==> src/rtl/countdown_timer.sv <==
// Loadable down-counter / interval timer with prescaler, pause, and optional auto-reload.
// Optional wrap counter output `wraps` is built when COUNTDOWN_WRAP_CNT_EN is defined.
module countdown_timer #(
   parameter int WIDTH    = 8,
   parameter int PRESCALE = 1
) (
   input  logic             clk,
   input  logic             rstn,
   input  logic             load,
   input  logic [WIDTH-1:0] load_val,
   input  logic             start,
   input  logic             pause,
   input  logic             auto_reload,
   output logic [WIDTH-1:0] count,
   output logic             busy,
   output logic             done
`ifdef COUNTDOWN_WRAP_CNT_EN
   ,
   output logic [7:0]       wraps
`endif
);

   localparam int PW = (PRESCALE > 1) ? $clog2(PRESCALE) : 1;
   localparam logic [PW-1:0] PRE_LAST = PW'(PRESCALE - 1);

   localparam logic [1:0] S_IDLE = 2'd0;
   localparam logic [1:0] S_RUN  = 2'd1;
   localparam logic [1:0] S_HOLD = 2'd2;

   logic [1:0]       state, state_nx;
   logic [WIDTH-1:0] count_nx;
   logic [WIDTH-1:0] reload, reload_nx;
   logic [PW-1:0]    pre, pre_nx;
   logic             done_nx;
   logic             active;
   logic             tick;
`ifdef COUNTDOWN_WRAP_CNT_EN
   logic [7:0]       wraps_nx;
`endif

   assign active = (state == S_RUN) || (state == S_HOLD);
   // HOLD with pause released behaves as RUN on that edge, so a pause of N cycles delays by exactly N.
   assign tick   = active && !pause && (pre == PRE_LAST);
   assign busy   = active;

   always_comb begin
      // NOTE: every output of this block gets a default first so no latch is inferred.
      state_nx  = state;
      count_nx  = count;
      reload_nx = reload;
      pre_nx    = pre;
      done_nx   = 1'b0;
`ifdef COUNTDOWN_WRAP_CNT_EN
      wraps_nx  = wraps;
`endif
      if (load) begin
         count_nx  = load_val;
         reload_nx = load_val;
         pre_nx    = '0;
         state_nx  = S_IDLE;
`ifdef COUNTDOWN_WRAP_CNT_EN
         wraps_nx  = '0;
`endif
      end else begin
         case (state)
            S_IDLE: begin
               if (start) begin
                  if (count != '0) begin
                     state_nx = S_RUN;
                     pre_nx   = '0;
                  end else begin
                     done_nx  = 1'b1;
                  end
               end
            end
            S_RUN, S_HOLD: begin
               if (pause) begin
                  state_nx = S_HOLD;
               end else begin
                  state_nx = S_RUN;
                  if (tick) begin
                     pre_nx = '0;
                     if (count > WIDTH'(1)) begin
                        count_nx = count - WIDTH'(1);
                     end else if (count == WIDTH'(1)) begin
                        done_nx = 1'b1;
                        if (auto_reload && (reload != '0)) begin
                           count_nx = reload;
`ifdef COUNTDOWN_WRAP_CNT_EN
                           if (wraps != 8'hFF) wraps_nx = wraps + 8'd1;
`endif
                        end else begin
                           count_nx = '0;
                           state_nx = S_IDLE;
                        end
                     end else begin
                        // Zero count while running cannot arise normally; never wrap below zero.
                        state_nx = S_IDLE;
                     end
                  end else begin
                     pre_nx = pre + PW'(1);
                  end
               end
            end
            default: state_nx = S_IDLE;
         endcase
      end
   end

   always_ff @(posedge clk or negedge rstn) begin
      if (!rstn) begin
         state  <= S_IDLE;
         count  <= '0;
         reload <= '0;
         pre    <= '0;
         done   <= 1'b0;
`ifdef COUNTDOWN_WRAP_CNT_EN
         wraps  <= '0;
`endif
      end else begin
         // NOTE: sequential state uses non-blocking assignments so all registers update together.
         state  <= state_nx;
         count  <= count_nx;
         reload <= reload_nx;
         pre    <= pre_nx;
         done   <= done_nx;
`ifdef COUNTDOWN_WRAP_CNT_EN
         wraps  <= wraps_nx;
`endif
      end
   end

endmodule

==> config.mk <==
export PLATFORM = sky130hd
export DESIGN_NAME = countdown_timer
export DESIGN_NICKNAME = d
export VERILOG_FILES = /design/src/rtl/countdown_timer.sv
export SDC_FILE = /design/constraint.sdc
export NUM_CORES = 1
export LEC_CHECK = 0
export ABC_AREA = 1
export BUFFER_PORTS_ARGS = -buffer_cell sky130_fd_sc_hd__buf_2
export CAP_MARGIN = 20
export CORE_ASPECT_RATIO = 1.4
export CORE_MARGIN = 4
export CORE_UTILIZATION = 55
export CTS_CLUSTER_DIAMETER = 60
export DETAILED_ROUTE_END_ITERATION = 6
export GPL_TIMING_DRIVEN = 0
export PLACE_DENSITY = 0.89
export SYNTH_ARGS = -nofsm -noshare
export SYNTH_HDL_FRONTEND = slang
export SYNTH_SLANG_ARGS = --single-unit
==> constraint.sdc <==
create_clock -name clk -period 2.21 [get_ports clk]
set_clock_uncertainty 0.1 [all_clocks]
set_input_delay 0.221 -clock clk [delete_from_list [all_inputs] [get_ports clk]]
set_output_delay 0.221 -clock clk [all_outputs]
set_load 0.005 [all_outputs]
# [Word-level counts from Yosys, hierarchy flattened]
# Index checks and enable logic that the tools add are counted.
[classes] n_addsub=2 magnitude_cmp=1 n_eq_ne=7 n_mux=30 bitwise_logic=1 n_reduce_logical=16
[ops] op="$mux 8" count=7
[ops] op="$reduce_bool 8->1" count=2
[ops] op="$mux 2" count=7
[ops] op="$mux 1" count=13
[ops] op="$ne 3x3->1 const B" count=3
[ops] op="$eq 8x1->1 const B" count=1
[ops] op="$gt 8x1->1 const B" count=1
[ops] op="$reduce_and 4->1" count=2
[ops] op="$sub 8x1->8 const B" count=1
[ops] op="$reduce_bool 3->1" count=2
[ops] op="$pmux 1 s2" count=2
[ops] op="$pmux 2 s2" count=1
[ops] op="$reduce_bool 2->1" count=2
[ops] op="$logic_and 1x1->1" count=3
[ops] op="$eq 2x1->1 const B" count=1
[ops] op="$eq 2x2->1 const B" count=1
[ops] op="$logic_not 2->1" count=1
[ops] op="$ne 2x2->1 const B" count=1
[ops] op="$reduce_and 2->1" count=1
[ops] op="$reduce_or 2->1" count=1
[ops] op="$add 1x1->1 const B" count=1
[ops] op="$logic_not 1->1" count=1
[ops] op="$logic_or 1x1->1" count=1
[ops] op="$not 1->1" count=1
[word_totals] regBits=20 in_bits=14 output_inout_bits=10 wordCells=62

# [Longest topological paths before layout]
# Gate-level depths: netlist of run 1.
[depth] word_depth=9 depth_mapped=10 depth_no_buf=10

# [Worst setup path after synthesis of run 1]
# Ideal clock, no wire load.
[synth_path] path_type="register -> register" start="register state[0]" end="register count[4]" setup_ns=0.120 arrival_ns=1.433 required_time_ns=1.990 slack_ns=0.557 stages_incl_launch_ff=10 n_path_buf=0 synth_period_minus_slack_ns=1.653 cell_sequence="dfrtp_1 -> inv_1 -> ha_1 -> inv_1 -> nor3_1 -> nand2_2 -> nand2_4 -> clkinv_4 -> nor2_1 -> a21oi_2"
[synth_via] elab_chain_cells=6 word_cells_on_any_way=9 cone_classes="eq/ne (2); reduce/logical (7)"
[synth_rtl] item="start: declaration" line="30" text="logic [1:0] state, state_nx;"
[synth_rtl] item="start signal: assignment" line="122" text="state <= state_nx;"
[synth_rtl] item="$eq 2x1->1 or $eq 2x2->1 (tied branches)" line="41" text="assign active = (state == S_RUN) || (state == S_HOLD);"
[synth_rtl] item="$logic_or 1x1->1 *" line="41"
[synth_rtl] item="named net busy" line="15" text="output logic busy,"
[synth_rtl] item="$logic_and 1x1->1 * (2 in series)" line="43" text="assign tick = active && !pause && (pre == PRE_LAST);"
[synth_rtl] item="$reduce_bool 2->1 (no source line) *"
[synth_rtl] item="$reduce_and 4->1 (no source line) *"
[synth_rtl] item="end signal: assignment" line="123" text="count <= count_nx;"
[synth_rtl] item="end: declaration" line="14" text="output logic [WIDTH-1:0] count,"
# The timed path passes the listed nets; every way through them passes the cells marked *.
# A chain may end at the register's enable or synchronous reset.

# [Worst setup path after layout of run 1]
[layout_path] start="register count[0]" end="register count[7]"
[layout_via] elab_chain_cells=6 word_cells_on_any_way=10 cone_classes="add/sub (1); order compare (1); eq/ne (1); mux (5); reduce/logical (2)"
[layout_rtl] item="$sub 8x1->8 or $gt 8x1->1 (tied branches)" line="84, 83"
[layout_rtl] item="$mux 8" line="83" text="if (count > WIDTH'(1)) begin"
[layout_rtl] item="$mux 8" line="81" text="if (tick) begin"
[layout_rtl] item="$mux 8" line="77" text="if (pause) begin"
[layout_rtl] item="$mux 8" line="65" text="case (state)"
[layout_rtl] item="$mux 8" line="56" text="if (load) begin"
# Several ways; a longest one is shown, not always the timed one. The select of a mux whose other input is x is not followed.

==> impl_metrics.ini, run 1 <==
[global_routing]
first_global_vias = 1236
grt_usage = 0.191
grt_pass1_wl_um = 5010
grt.overflow.total = 0
antenna_found_initial = 0
grt_max_degree = 21

[final_layout]
layout_common_cells = nand2_1, inv_1, nor2_1
drive_above_1_share = 0.182
stdcell_count = 248
final_common_cell = nand2_1
syn_to_final_growth_pct = 14.0
diodes = 0
finalNetCount = 245
post-route-util = 0.654

[floorplanning]
die_w_um = 50.0
dieArea_um2 = 3340
core_um2 = 2360
rows = 21
ios = 24
die-height_um = 66.8
initial_core_util = 0.574

[pwr]
p_int_uw = 730
switching_share = 0.401
pwr-share-clk = 0.169
p_per_area_nw_per_um2 = 788
p_sw_uw = 488
seqPwrFrac = 0.420
max-vdd-ir-drop_mv = 0.522
p_leak_uw = 0.000861
combPwrFrac = 0.410

[detailed_routing]
wirelength_um = 2830
first_iter_violations = 60
via_per_inst = 5.13
postRouteAntennaNets = 0
drc = 0
wl_per_cell_um = 11.4
highest_layer = met4
via_count = 1271
firstDrtPassIters = 6
wl_met1_um = 1210
routed-wl-met2_um = 1500
met3_length_um = 78

[placed_design]
place_ws_ns = 0.383
io_buffers = 23
place_inst = 243
gp_congestion = 0.835
dp_hpwl_um = 2310

[timing]
setup_viol = 0
setup_slack_ns = 0.367
hold_viol = 0
setup_tns_ns = 0
post-route-min-period_ns = 1.84
finalMaxSlewViolations = 0
rsz0062_at_grt = no
relSlewSlack = 0.673
period_share = 0.834
tightestPinTransition_ns = 0.487
max_freq_mhz = 543

[logic_synthesis]
ys_seq_elements = 20
yosysUniqueCellTypes = 22
synthTopCellsByArea = dfrtp_1, nand2_1, inv_1, nand3_1, nor2_1
syn_area_um2 = 1360
ys_warn_count = 0
yosysSeqAreaShare = 0.369
yosysTopAreaCellShare = 0.369
syn_nets = 216
synth.largest_area_cell = dfrtp_1
post_synth.cell_area_avg_um2 = 6.88
syn_inst = 197

[run_status]
status = finished, final reports clean

[worst_setup_path]
required_ns = 2.33
critPathMaxStageDelay_ns = 0.47
cp.arrival_ns = 1.96
crit_path_cell_trace = inv_1 -> ha_1 -> nand2_4 -> nor2_4 -> nor2_4 -> nand3_1 -> nand2_1 -> nand2_1 -> a21oi_1
cp-endpoint = count[7]$_DFFE_PN0P_
cp_max_fo = 9
r2r-start = count[0]$_DFFE_PN0P_
ff2ff_path_depth = 9
rr_endpoint = count[7]$_DFFE_PN0P_
crit_path_start_kind = flip-flop
rrSetupSlack_ns = 0.37
cp-end-kind = flip-flop
critPathLaunch = count[0]$_DFFE_PN0P_
path_class = reg -> reg
critPathSlowestCell = dfrtp_1

[clock_tree]
clk_pin_slew_worst_paths_ns = 0.11
cts.sinks = 20
cts_buffer_depth = 2
htreeDepth = 1
cts_resized = 0
cts_buffers = 3
clk_latency_ns = 0.29
cts_tree = built
cts_root_buffer = clkbuf_4

[worst_hold_path]
min_path_type = in -> reg

[job]
maxCapViolations = 0
[kinds of logic after synthesis]
group | share of synthesized area
buffers and inverters | 0.0950
AND/OR/NAND/NOR | 0.397
flip-flops | 0.369
adder cells (fa/ha/maj) | 0.0461
XOR/XNOR | 0.00646
AO/OA/AOI/OAI | 0.0867
[critical path: cells and delay by family (launching register included)]
| kind | cells | cell delay (ns) |
|---|---|---|
| adders and majority gates | 1 | 0.30 |
| buffers and inverters | 1 | 0.11 |
| AOI/OAI and AO/OA | 1 | 0.14 |
| DFF | 1 | 0.47 |
| and+or+nand+nor | 6 | 0.67 |
[through the flow]
| step | hold slack [ns] | cell area, um2 | total power (uW) |
|---|---|---|---|
| final | 0.0426 | 1550 | 1220 |
| after global routing | 0.0488 | 1550 | 1320 |
| after CTS | 0.0372 | 1550 | 1230 |
| after detailed placement | 0.0884 | 1500 | 1020 |
| after global placement | 0.0847 | 1500 | 1000 |
| after floorplan | -0.175 | 1360 | 861 |
[area by class of cell]
class                      instances  area [um2]
buffer                             2        7.51
clock buffer                       4        36.3
fill                             220         818
inverter                          31         121
multi-input combinational        144         727
sequential                        20         500
tap                               23        28.8
timing repair buffer              24         125
[registers in the layout, summed over array words and instances, names as in the netlist]
register and flops:
reload 8, state 2, count 8, done 1, pre 1
[routing by layer]
| metal | track usage | vias to the layer above |
|---|---|---|
| met3 | 0.0201 | 4 |
| met4 | 0.0484 | 0 |
| li1 | - | 672 |
| met1 | 0.220 | 571 |
| met2 | 0.369 | 24 |
| met5 | 0 | - |
[power by group through the flow]
stage | Clock, uW | Combinational [uW] | Sequential [uW]
finish | 206 | 500 | 512
global route | 228 | 568 | 526
CTS | 213 | 504 | 511
detailed placement | 0 | 500 | 520
global placement | 0 | 488 | 516
floorplan | 0 | 350 | 512
[worst min-delay path by stage]
stage           startpoint               endpoint  slack, ns  depth (start not counted)
3_3_place_gp          rstn   count[4]$_DFFE_PN0P_       0.08                          1
2_1_floorplan         rstn   count[0]$_DFFE_PN0P_      -0.17                          0
5_1_grt        load_val[3]  reload[3]$_DFFE_PN0P_       0.05                          3
4_1_cts        load_val[6]  reload[6]$_DFFE_PN0P_       0.04                          3
3_5_place_dp          rstn   count[4]$_DFFE_PN0P_       0.09                          1
6_report       load_val[3]  reload[3]$_DFFE_PN0P_       0.04                          3
[synth_stat cells, drive strengths merged]
cell    number
a21oi       11
clkbuf       2
clkinv       1
dfrtp       20
ha           5
inv         30
nand2       61
nand3       22
nand3b       1
nand4        1
nor2        29
nor3         3
o211ai       1
o21ai        8
or2          1
xnor2        1
[what timing repair did]
item                                    CTS  global route
hold buffers                              1             0
endpoints found under the setup margin    0             0
hold endpoints to repair                 20             0
setup buffers                             0             0
Power figures use the tool's default switching activity.
==> run 2, diff against run 1 <==
Settings changed: ABC_AREA 1 to 0, CORE_UTILIZATION 55 to 49, PLACE_DENSITY 0.89 to 0.85.
Clock period 2.21 ns to 1.5 ns, I/O delays scaled along.
==> impl_metrics.ini, run 2 <==
[clock_tree]
clk_pin_slew_worst_paths_ns = 0.13
cts_buffer_depth = 2
cts_tree = built
htreeDepth = 1
cts_root_buffer = clkbuf_4
cts_buffers = 3
cts.sinks = 20
clk_latency_ns = 0.32

[global_routing]
grt_pass1_wl_um = 7080
grt.overflow.total = 0
grt_max_degree = 21
antenna_found_initial = 0
grt_usage = 0.279
first_global_vias = 1466

[floorplanning]
dieArea_um2 = 3450
rows = 21
die_w_um = 50.8
die-height_um = 67.9
ios = 24
initial_core_util = 0.520
core_um2 = 2420

[worst_setup_path]
path_buf_inv = 2
path_class = reg -> reg
cp_max_fo = 4
crit_path_cell_trace = inv_2 -> ha_4 -> or3b_4 -> buf_12 -> a31oi_4 -> nor2_1 -> o41ai_1
required_ns = 1.62
cp.arrival_ns = 2.16
critPathMaxStageDelay_ns = 0.41
path_delay_family = compound AO/OA/AOI/OAI gates
cp-end-kind = flip-flop
critPathSlowestCell = or3b_4
crit_path_start_kind = flip-flop

[timing]
max_freq_mhz = 492
relSlewSlack = 0.578
setup_slack_ns = -0.534
post-route-min-period_ns = 2.03
finalMaxSlewViolations = 0
period_share = 1.36
setup_tns_ns = -5.22
rsz0062_at_grt = yes
hold_viol = 0
tightestPinTransition_ns = 0.631
setup_viol = 13

[logic_synthesis]
synth.largest_area_cell = dfrtp_1
yosysTopAreaCellShare = 0.398
yosysUniqueCellTypes = 43
synth_common_cells = dfrtp_1, nand2_1, inv_1
syn_area_um2 = 1260
ys.flop_type = dfrtp_1
yosysSeqAreaShare = 0.398
ys_warn_count = 0
syn_nets = 164
synth_edf_count = 0
syn_inst = 145
ys_seq_elements = 20
post_synth.cell_area_avg_um2 = 8.67
synth_most_common_cell = dfrtp_1
synth-async-reset-ratio = 1.00
synthTopCellsByArea = dfrtp_1, nand2_1, ha_1, o21ai_0, inv_1

[job]
maxCapViolations = 0

[detailed_routing]
via_per_inst = 6.73
wirelength_um = 4830
postRouteAntennaNets = 0
first_iter_violations = 156
wl_per_cell_um = 20.7
via_count = 1569
firstDrtPassIters = 5
drc = 0

[final_layout]
diodes = 0
syn_to_final_growth_pct = 54.9
largestRegisters = count (8), reload (8), state (2)
fillCellCount = 142
final_common_cell = buf_2
drive_above_1_share = 0.447
post-route-util = 0.806
layout_common_cells = buf_2, buf_4, nand2_1
finalNetCount = 219

[pwr]
p_leak_uw = 0.000833
combPwrFrac = 0.483
pwr-share-clk = 0.208
switching_share = 0.368
p_int_uw = 1390
p_per_area_nw_per_um2 = 1130
max-vdd-ir-drop_mv = 0.733
p_sw_uw = 806
seqPwrFrac = 0.309

[run_status]
violations = negative setup slack
status = finished, violations left

[placed_design]
dp_hpwl_um = 2490
io_buffers = 22
gp_congestion = 0.920

[worst_hold_path]
min_path_type = in -> reg
## run 2: power groups by stage
| stage | registers, uW | clock network (uW) | logic (uW) |
|---|---|---|---|
| after CTS | 671 | 456 | 840 |
| after global placement | 697 | 0 | 578 |
| after detailed placement | 700 | 0 | 608 |
| after floorplan | 681 | 0 | 431 |
| after global routing | 686 | 479 | 1110 |
| final | 678 | 456 | 1060 |
## run 2: path summary, 6_finish.rpt
check | startpoint | endpoint | slack (ns) | cells after the start
max | state[0]$_DFFE_PN0P_ | count[0]$_DFFE_PN0P_ | -0.53 | 7
max in group asynchronous | rstn | count[1]$_DFFE_PN0P_ | 0.75 | 2
max reg2reg | state[0]$_DFFE_PN0P_ | count[0]$_DFFE_PN0P_ | -0.53 | 7
min reg2reg | reload[4]$_DFFE_PN0P_ | reload[4]$_DFFE_PN0P_ | 0.46 | 2
min | load | reload[3]$_DFFE_PN0P_ | 0.02 | 2
min in group asynchronous | rstn | reload[7]$_DFFE_PN0P_ | 0.19 | 2
## run 2: timing repair
| action | CTS | global route |
|---|---|---|
| pin swaps | 12 | 14 |
| gates cloned | 1 | 0 |
| endpoints found under the hold margin | 36 | 0 |
| hold buffers | 9 | 0 |
| gates resized for setup | 25 | 19 |
| endpoints found under the setup margin | 12 | 13 |
| buffers inserted | 15 | 6 |
## run 2: kinds of logic (layout without fill, tap and decap cells)
group	after synthesis	after routing	synth area share
AND/OR/NAND/NOR	53	53	0.218
AO/OA/AOI/OAI	44	44	0.241
flip-flops	20	20	0.398
buffers and inverters	19	73	0.0577
adder cells (fa/ha/maj)	5	5	0.0498
multiplexers	4	4	0.0358
## run 2: metal layers
metal,share of wire,GRT usage,vias up
li1,-,-,651
met1,0.35,0.322,726
met2,0.49,0.480,153
met3,0.097,0.0414,39
met4,0.061,0.182,0
met5,0,0,-
## run 2: layout make-up
cell class | count | area (um2) | share of cell area
multi-input cells | 106 | 876 | 0.450
plain buffers | 4 | 25.0 | 0.0128
clock inverters | 1 | 30.0 | 0.0154
inverters | 12 | 45.0 | 0.0231
clock buffers | 3 | 22.5 | 0.0116
repair buffers | 53 | 399 | 0.205
well taps | 34 | 42.5 | 0.0218
flip-flops and latches | 20 | 508 | 0.261
## run 2: through the flow
stage          cell area, um2  hold WS (ns)  cells  power [uW]  setup slack (ns)
2_1_floorplan            1330        -0.246    145        1110            -0.356
3_3_place_gp             1480        0.0104    201        1270            -0.538
3_5_place_dp             1480        0.0243    201        1310            -0.543
4_1_cts                  1840        0.0245    229        1970            -0.452
5_1_grt                  1950        0.0325    233        2270            -0.579
6_report                 1950        0.0244    233        2190            -0.534
## run 2: worst reg2reg max path, stage by stage, from the launching register on
cell and delay [ns]:
dfrtp_1 0.39, inv_2 0.05, ha_4 0.26, or3b_4 0.41
buf_12 0.14, a31oi_4 0.20, nor2_1 0.07, o41ai_1 0.30
